[src/rtl/mem_arbiter.sv]
// -----------------------------------------------------------------------------
// mem_arbiter
//   Shares one Main_Memory port between an instruction-fetch requester and a
//   data (load/store) requester. Ties are broken round-robin. Each transfer
//   ends in a one-cycle RESP state carrying the requester's ack. A transfer
//   that never sees mem_done is aborted after TIMEOUT wait cycles; its ack
//   is flagged with timeout_err and its read data is returned as zero.
//
// Ports
//   clk, reset        system clock, synchronous active-high reset
//   if_req/if_addr    fetch request and address; if_rdata/if_ack are the result
//   d_req/d_we/...    data request, direction, address and store data;
//                     d_rdata/d_ack are the result
//   mem_*             Main_Memory address, write data, strobes, read data, done
//   busy              high whenever the FSM is not in IDLE
//   timeout_err       pulses together with the ack of an aborted transfer
// -----------------------------------------------------------------------------
module mem_arbiter #(
  parameter int ADDR_W  = 13,
  parameter int DATA_W  = 13,
  parameter int TIMEOUT = 15   // legal range 1..255
) (
  input  logic              clk,
  input  logic              reset,
  // instruction fetch port
  input  logic              if_req,
  input  logic [ADDR_W-1:0] if_addr,
  output logic [DATA_W-1:0] if_rdata,
  output logic              if_ack,
  // data port
  input  logic              d_req,
  input  logic              d_we,
  input  logic [ADDR_W-1:0] d_addr,
  input  logic [DATA_W-1:0] d_wdata,
  output logic [DATA_W-1:0] d_rdata,
  output logic              d_ack,
  // Main_Memory side
  output logic [ADDR_W-1:0] mem_address,
  output logic [DATA_W-1:0] mem_dataIn,
  output logic              mem_read,
  output logic              mem_write,
  output logic              mem_instruction,
  input  logic [DATA_W-1:0] mem_dataOut,
  input  logic              mem_done,
  // status
  output logic              busy,
  output logic              timeout_err
);

  typedef enum logic [1:0] {IDLE, FETCH, DATA, RESP} state_t;

  // The wait counter reaching this value at a clock edge means the current
  // cycle is the TIMEOUT-th wait cycle, so the transfer aborts on this edge.
  localparam logic [7:0] WAIT_LAST = 8'(TIMEOUT - 1);

  state_t      state, state_nxt;
  logic        last_grant_data;  // 1: data port was granted most recently
  logic [7:0]  wait_cnt;
  logic        grant_fetch, grant_data;
  logic        in_xfer;
  logic        done_ev, tmo_ev;

  assign in_xfer = (state == FETCH) || (state == DATA);
  assign done_ev = in_xfer && mem_done;
  // mem_done wins over a coincident timeout.
  assign tmo_ev  = in_xfer && !mem_done && (wait_cnt == WAIT_LAST);
  assign busy    = (state != IDLE);

  // Next-state and grant decision.
  always_comb begin
    // NOTE: every signal gets a default first so no path leaves it unassigned,
    // which would otherwise infer a latch.
    state_nxt   = state;
    grant_fetch = 1'b0;
    grant_data  = 1'b0;
    unique case (state)
      IDLE: begin
        if (if_req && (!d_req || last_grant_data)) begin
          grant_fetch = 1'b1;
          state_nxt   = FETCH;
        end else if (d_req) begin
          grant_data = 1'b1;
          state_nxt  = DATA;
        end
      end
      FETCH, DATA: if (done_ev || tmo_ev) state_nxt = RESP;
      RESP:        state_nxt = IDLE;
      default:     state_nxt = IDLE;
    endcase
  end

  // State register and all registered outputs.
  always_ff @(posedge clk) begin
    // NOTE: sequential state uses non-blocking assignments so every register
    // samples pre-edge values regardless of statement order.
    if (reset) begin
      // NOTE: every register, including the read-data holding registers, is
      // reset so an interrupted transfer leaves no stale result or ack behind.
      state           <= IDLE;
      last_grant_data <= 1'b1;
      wait_cnt        <= '0;
      mem_address     <= '0;
      mem_dataIn      <= '0;
      mem_read        <= 1'b0;
      mem_write       <= 1'b0;
      mem_instruction <= 1'b0;
      if_rdata        <= '0;
      d_rdata         <= '0;
      if_ack          <= 1'b0;
      d_ack           <= 1'b0;
      timeout_err     <= 1'b0;
    end else begin
      state       <= state_nxt;
      // Acks and timeout_err are only ever high during the single RESP cycle.
      if_ack      <= 1'b0;
      d_ack       <= 1'b0;
      timeout_err <= 1'b0;

      if (grant_fetch) begin
        mem_address     <= if_addr;
        mem_read        <= 1'b1;
        mem_write       <= 1'b0;
        mem_instruction <= 1'b1;
        wait_cnt        <= '0;
        last_grant_data <= 1'b0;
      end

      if (grant_data) begin
        mem_address     <= d_addr;
        mem_read        <= !d_we;
        mem_write       <= d_we;
        mem_instruction <= 1'b0;
        if (d_we) mem_dataIn <= d_wdata;
        wait_cnt        <= '0;
        last_grant_data <= 1'b1;
      end

      if (in_xfer) begin
        if (done_ev || tmo_ev) begin
          mem_read        <= 1'b0;
          mem_write       <= 1'b0;
          mem_instruction <= 1'b0;
          timeout_err     <= tmo_ev;
          if (state == FETCH) begin
            if_ack   <= 1'b1;
            if_rdata <= done_ev ? mem_dataOut : '0;
          end else begin
            d_ack <= 1'b1;
            // mem_write still reflects the latched direction of this transfer;
            // a store leaves d_rdata untouched.
            if (!mem_write) d_rdata <= done_ev ? mem_dataOut : '0;
          end
        end else begin
          wait_cnt <= wait_cnt + 8'd1;
        end
      end
    end
  end

endmodule

[config.mk]
export PLATFORM = sky130hd
export DESIGN_NAME = mem_arbiter
export DESIGN_NICKNAME = d
export VERILOG_FILES = /design/src/rtl/mem_arbiter.sv
export SDC_FILE = /design/constraint.sdc
export NUM_CORES = 1
export LEC_CHECK = 0
export ABC_CLOCK_PERIOD_IN_PS = 5400
export BUFFER_PORTS_ARGS = -buffer_cell sky130_fd_sc_hd__buf_2
export CAP_MARGIN = 40
export CORE_ASPECT_RATIO = 0.8
export CORE_MARGIN = 2
export CORE_UTILIZATION = 52
export DETAILED_ROUTE_END_ITERATION = 8
export GPL_ROUTABILITY_DRIVEN = 0
export GPL_TIMING_DRIVEN = 0
export PLACE_DENSITY = 0.85
export SLEW_MARGIN = 10
export SYNTH_ARGS = -nofsm -noshare
export SYNTH_HDL_FRONTEND = slang
export SYNTH_SLANG_ARGS = --single-unit
[constraint.sdc]
create_clock -name clk -period 5.4 [get_ports clk]
set_input_delay 0.81 -clock clk [delete_from_list [all_inputs] [get_ports clk]]
set_output_delay 0.81 -clock clk [all_outputs]
set_load 0.1 [all_outputs]
==> impl_metrics.toml, run 1 <==
[synthesis]
synth_xor_area_frac = 0.00302
synth-edff-count = 0
synth_cell_type_count = 46
postSynthAreaPerCell_um2 = 9.33
synth_top_family_by_area = "compound AO/OA/AOI/OAI gates"
synth-seq-cells = 69
yosys_warnings = 0
synth-async-reset-ratio = 0
synth_adder_area_share = 0.0259
syn_inst = 311
synthSimpleGateAreaFrac = 0.177
synthMuxAreaShare = 0
yosysSeqAreaShare = 0.476
syn_area_um2 = 2900
ys.flop_type = "dfxtp_1"
synth-compound-area-share = 0.263
synth.net_count = 375

[grt]
grt_pass1_wl_mm = 13.2
track_usage = 0.272
grt_overflow_total = 0
grt_max_degree = 12
antenna_found_initial = 0
grt_pass1_vias = 2806

[detailed_routing]
vias = 2960
ant_nets = 0
first_pass_iters = 5
viasPerCell = 5.84
routed_wirelength_mm = 7.96
drc = 0
first_iter_violations = 198
drt-wirelength-per-cell_um = 15.7

[sta]
timing.final.crit_share = 0.471
max_clock_freq_ghz = 0.393
fin_crit_ps = 2540
finalSetupViolations = 0
rsz0062_at_grt = "no"
skew_ps = 7.65
relSlewSlack = 0.659
tns_ps = 0
final_max_slew_viol_count = 0
finalHoldViolCount = 0
tightest_slew_ps = 512
fin_ws_ps = 2860

[cts]
htreeDepth = 3
cts_num_sinks = 69
clk_pin_slew_ps = 70
tritoncts = "built"
clockBufferDepth = 2
hold_buffers = 0
cts_setup_buffers = 0
cts-root-buf = "clkbuf_8"
cts.repair.resized = 0
clock_latency_ps = 360
numCtsBuffers = 9

[die]
dieHeight_um = 70.8
die_w_um = 87.5
start_util = 0.537
dieArea_um2 = 6200
io_pins = 117
rows = 24
coreArea_um2 = 5410

[power]
p_per_area_nw_per_um2 = 604
ir_drop_uv = 398
p_leak_nw = 1.64

[cells_and_area]
fillCellCount = 440
area_delta_synth_final_pct = 29.3
drive_above_1_share = 0.351
multi_input_area_um2 = 1360
layout_commonest_cell = "buf_2"
regArea_um2 = 1380
layout_common_cells = "buf_2 (120), dfxtp_1 (69), nand2_1 (48), a21oi_1 (43), nand3_1 (18)"
final_util = 0.694
final_nets = 501
antenna_cells = 0

[flow_run]
drv_cap = 0

[placed_design]
numPortBuffers = 115
place_hpwl_mm = 5.74
dp_slack_ps = 3150

[setup_path]
crit_arrival_ps = 1730
regToRegSetupSlack_ps = 3350
crit_required_ps = 4590
critPathLaunchType = "flop"
crit_fanout = 5
critical_path_class = "reg2out"
cp-end-kind = "primary output"

[status]
status = "finished clean"

[worst_hold_path]
hold_path_class = "reg2reg"
[where the power goes]
group / internal (mW) / leakage [nW] / switching (mW)
combinational: 0.262 / 0.979 / 0.951
clock: 0.224 / 0.0964 / 0.190
sequential: 0.594 / 0.561 / 0.0455
[logic make-up (layout without fill, tap and decap cells)]
logic type,after synthesis,after routing
and+or+nand+nor,100,100
adders and majority gates,6,6
AOI/OAI and AO/OA,105,105
xor gates and xnor gates,1,1
buffers and inverters,30,161
DFF,69,69
[Yosys cell counts, types with 2 or more instances]
| cell type | count | area (um^2) |
|---|---|---|
| buf_6 | 3 | 33.8 |
| nand3_1 | 18 | 90.1 |
| nor2b_1 | 2 | 12.5 |
| nor2_1 | 3 | 11.3 |
| nand4_1 | 4 | 25.0 |
| buf_2 | 5 | 25.0 |
| or4_1 | 2 | 15.0 |
| clkbuf_1 | 7 | 26.3 |
| nor3_4 | 2 | 32.5 |
| a211oi_1 | 2 | 15.0 |
| or3_1 | 2 | 12.5 |
| nand2b_1 | 4 | 25.0 |
| buf_4 | 5 | 37.5 |
| a21oi_1 | 43 | 215 |
| nor3_1 | 6 | 30.0 |
| o21ai_0 | 5 | 25.0 |
| a21o_4 | 2 | 30.0 |
| buf_1 | 2 | 7.51 |
| o22ai_1 | 2 | 12.5 |
| a22o_1 | 13 | 114 |
| a21oi_2 | 2 | 17.5 |
| o221ai_1 | 13 | 114 |
| and4_1 | 2 | 17.5 |
| a311oi_1 | 13 | 114 |
| inv_1 | 8 | 30.0 |
| dfxtp_1 | 69 | 1380 |
| ha_1 | 6 | 75.1 |
| nand2_1 | 48 | 180 |
[final timing paths]
check	startpoint	endpoint	cells past startpoint
hold reg to reg	mem_address[11]	mem_address[11]	2
setup / recovery	state[0]	busy	4
setup reg to reg	state[0]	d_rdata[7]	8
hold / removal	mem_address[11]	mem_address[11]	2
[sequential cells by signal, summed over array words and instances, names as in the netlist]
signal           flops
mem_write            1
mem_read             1
if_ack               1
mem_dataIn          13
mem_address         13
if_rdata            13
d_rdata             13
mem_instruction      1
wait_cnt             8
last_grant_data      1
d_ack                1
timeout_err          1
state                2
[worst max-delay path: stages (launching register included)]
cell	delay (ps)
dfxtp_1	370
inv_1	90
ha_1	270
inv_1	190
buf_2	460
[final cells by class]
class	instances	area share
repair buffers	115	0.153
multi-input cells	212	0.363
clock inverters	4	0.0127
well taps	65	0.0217
plain buffers	22	0.0347
clock buffers	12	0.0387
inverters	8	0.00800
flip-flops and latches	69	0.368
[metrics by stage]
| step | instances | area, um^2 | power [mW] | hold WS [ps] |
|---|---|---|---|---|
| global placement | 491 | 3560 | 1.82 | 438 |
| global route | 507 | 3750 | 2.37 | 470 |
| finish | 507 | 3750 | 2.27 | 450 |
| floorplan | 311 | 2900 | 1.63 | 450 |
| detailed placement | 491 | 3560 | 1.84 | 444 |
| CTS | 507 | 3750 | 2.26 | 454 |
[layer usage]
metal	part of all wire	vias to the layer above	routed length, um	track usage
li1	-	1425	-	-
met1	0.43	1389	3430	0.349
met2	0.47	125	3750	0.417
met3	0.069	21	552	0.0817
met4	0.029	0	228	0.132
met5	0	-	0	0
(Power assumes the default switching activity.)
==> run 2, diff against run 1 <==
--- a/config.mk
+++ b/config.mk
@@ -5,16 +5,16 @@
 export SDC_FILE = /design/constraint.sdc
 export NUM_CORES = 1
 export LEC_CHECK = 0
-export ABC_CLOCK_PERIOD_IN_PS = 5400
+export ABC_CLOCK_PERIOD_IN_PS = 2100
 export BUFFER_PORTS_ARGS = -buffer_cell sky130_fd_sc_hd__buf_2
 export CAP_MARGIN = 40
 export CORE_ASPECT_RATIO = 0.8
 export CORE_MARGIN = 2
-export CORE_UTILIZATION = 52
+export CORE_UTILIZATION = 43
 export DETAILED_ROUTE_END_ITERATION = 8
 export GPL_ROUTABILITY_DRIVEN = 0
 export GPL_TIMING_DRIVEN = 0
-export PLACE_DENSITY = 0.85
+export PLACE_DENSITY = 0.75
 export SLEW_MARGIN = 10
 export SYNTH_ARGS = -nofsm -noshare
 export SYNTH_HDL_FRONTEND = slang
==> constraint.sdc (replaced) <==
create_clock -name clk -period 2.1 [get_ports clk]
set_input_delay 0.315 -clock clk [delete_from_list [all_inputs] [get_ports clk]]
set_output_delay 0.315 -clock clk [all_outputs]
set_load 0.1 [all_outputs]
==> run 2 against run 1 <==
Die area grew 20%. Global-route usage down 4.2 points. First-iteration DRC count is 2.0% lower. Cell count grew 4.3%. Worst setup slack worse by 2800 ps. Design area rose by 2.4%. Clock skew up 1.5 ps. Sequential power rose to 2.6 times the previous value. Critical endpoint is now d_rdata[12]. Critical path depth is 3 higher. Worst hold slack got worse by 240 ps. Sequential cell count is the same.
==> impl_metrics.toml, run 2 (synthesis gave the netlist of run 1 again) <==
[die]
dieArea_um2 = 7430
io_pins = 117
rows = 26
dieHeight_um = 77.5
start_util = 0.448
coreArea_um2 = 6470
die_w_um = 95.9

[cells_and_area]
antenna_cells = 0
layout.cells.non_filler = 529
design_area_um2 = 3840
drive_above_1_share = 0.362
layout_commonest_cell = "buf_2"
layout_common_cells = "buf_2 (120), dfxtp_1 (69), nand2_1 (48), a21oi_1 (43), nand3_1 (18)"
area_delta_synth_final_pct = 32.4
final_util = 0.594
fillCellCount = 581
final_nets = 504

[grt]
grt_pass1_wl_mm = 13.4
grt_max_degree = 14
grt_overflow_total = 0
antenna_found_initial = 0
grt_pass1_vias = 2826
track_usage = 0.229

[sta]
finalHoldViolCount = 0
skew_ps = 9.12
relSlewSlack = 0.641
tightest_slew_ps = 538
hold_ws_ps = 208
rsz0062_at_grt = "yes"
timing.final.crit_share = 0.958
tns_ps = 0
final_max_slew_viol_count = 0
finalSetupViolations = 0
fin_crit_ps = 2010
max_clock_freq_ghz = 0.497
fin_ws_ps = 89.1

[cts]
clockBufferDepth = 2
clk_pin_slew_ps = 70
numCtsBuffers = 9
cts-root-buf = "clkbuf_8"
hold_buffers = 0
tritoncts = "built"
clock_latency_ps = 350
cts_num_sinks = 69
htreeDepth = 3

[detailed_routing]
drt-wirelength-per-cell_um = 15.1
routed_wirelength_mm = 7.99
viasPerCell = 5.48
drc = 0
first_iter_violations = 194
first_pass_iters = 4
vias = 2897
ant_nets = 0

[worst_hold_path]
worstHoldStart = "mem_dataOut[5]"
hold_depth = 2
hold_path_class = "in2reg"
whs_endpoint = "if_rdata[5]"

[setup_path]
cp-end-kind = "flop"
critPathLaunchType = "flop"
worst_r2r_endpoint = "d_rdata[12]"
crit_required_ps = 2310
reg2regPathDepth = 7
crit_arrival_ps = 2220
critical_path_class = "reg2reg"
r2r-start = "state[0]"
regToRegSetupSlack_ps = 90
crit_fanout = 10

[placed_design]
placed_area_um2 = 3580
dpl.cell_count = 510
place_hpwl_mm = 5.87
dp_slack_ps = 129
numPortBuffers = 115

[power]
p_leak_nw = 1.67
power_mw = 6.05
p_per_area_nw_per_um2 = 1570
ir_drop_uv = 811

[flow_run]
drv_cap = 0

[status]
status = "finished clean"
run 2: changes by cell type in the layout (fill, tap and decap cells not counted):
cell       previous run  this run
clkbuf_1              9         7
a311oi_2              0         1
bufinv_16             1         2
inv_6                 0         1
clkinv_2              2         1
clkbuf_8             10         9
buf_6                 3         5
clkinv_4              0         2
a311oi_1             13        12
buf_4                 5         6
run 2: where the power goes:
group          leakage [nW]  switching (mW)  internal (mW)
combinational         0.997            2.47          0.725
clock                 0.110           0.529          0.674
sequential            0.561           0.118           1.53
total                  1.67            3.12           2.93
run 2: worst max path at each step:
| stage | slack (ps) | from | cells past startpoint | endpoint |
|---|---|---|---|---|
| floorplan | -30 | state[0] | 6 | wait_cnt[4] |
| global placement | 200 | state[0] | 8 | d_rdata[12] |
| detailed placement | 130 | state[0] | 8 | d_rdata[7] |
| CTS | 80 | state[0] | 4 | busy |
| global route | -10 | state[0] | 8 | d_rdata[1] |
| finish | 90 | state[0] | 7 | d_rdata[12] |
run 2: layout make-up:
type,count,area [um^2],share of cell area
buffer,22,138,0.0358
clock buffer,9,124,0.0322
clock inverter,7,98.8,0.0257
inverter,8,30.0,0.00782
multi-input combinational,212,1370,0.356
sequential,69,1380,0.359
tap,84,105,0.0274
timing repair buffer,118,598,0.156
run 2: repair_timing:
| action | in CTS | in global routing |
|---|---|---|
| gates resized for setup | 0 | 3 |
| endpoints found under the setup margin | 0 | 6 |
| buffers inserted | 0 | 3 |
run 2: layer usage:
layer,vias up,global-route usage,wire length [um]
met5,-,0,0
met4,0,0.0671,88
met3,8,0.0864,598
met2,93,0.349,3800
met1,1373,0.302,3510
li1,1423,-,-
run 2: critical path, stage by stage, from the launching register on:
cell and delay, ps:
dfxtp_1 360, inv_1 80, ha_1 280, buf_4 170, inv_1 80, nor3_1 450
buf_2 330, a311oi_1 120
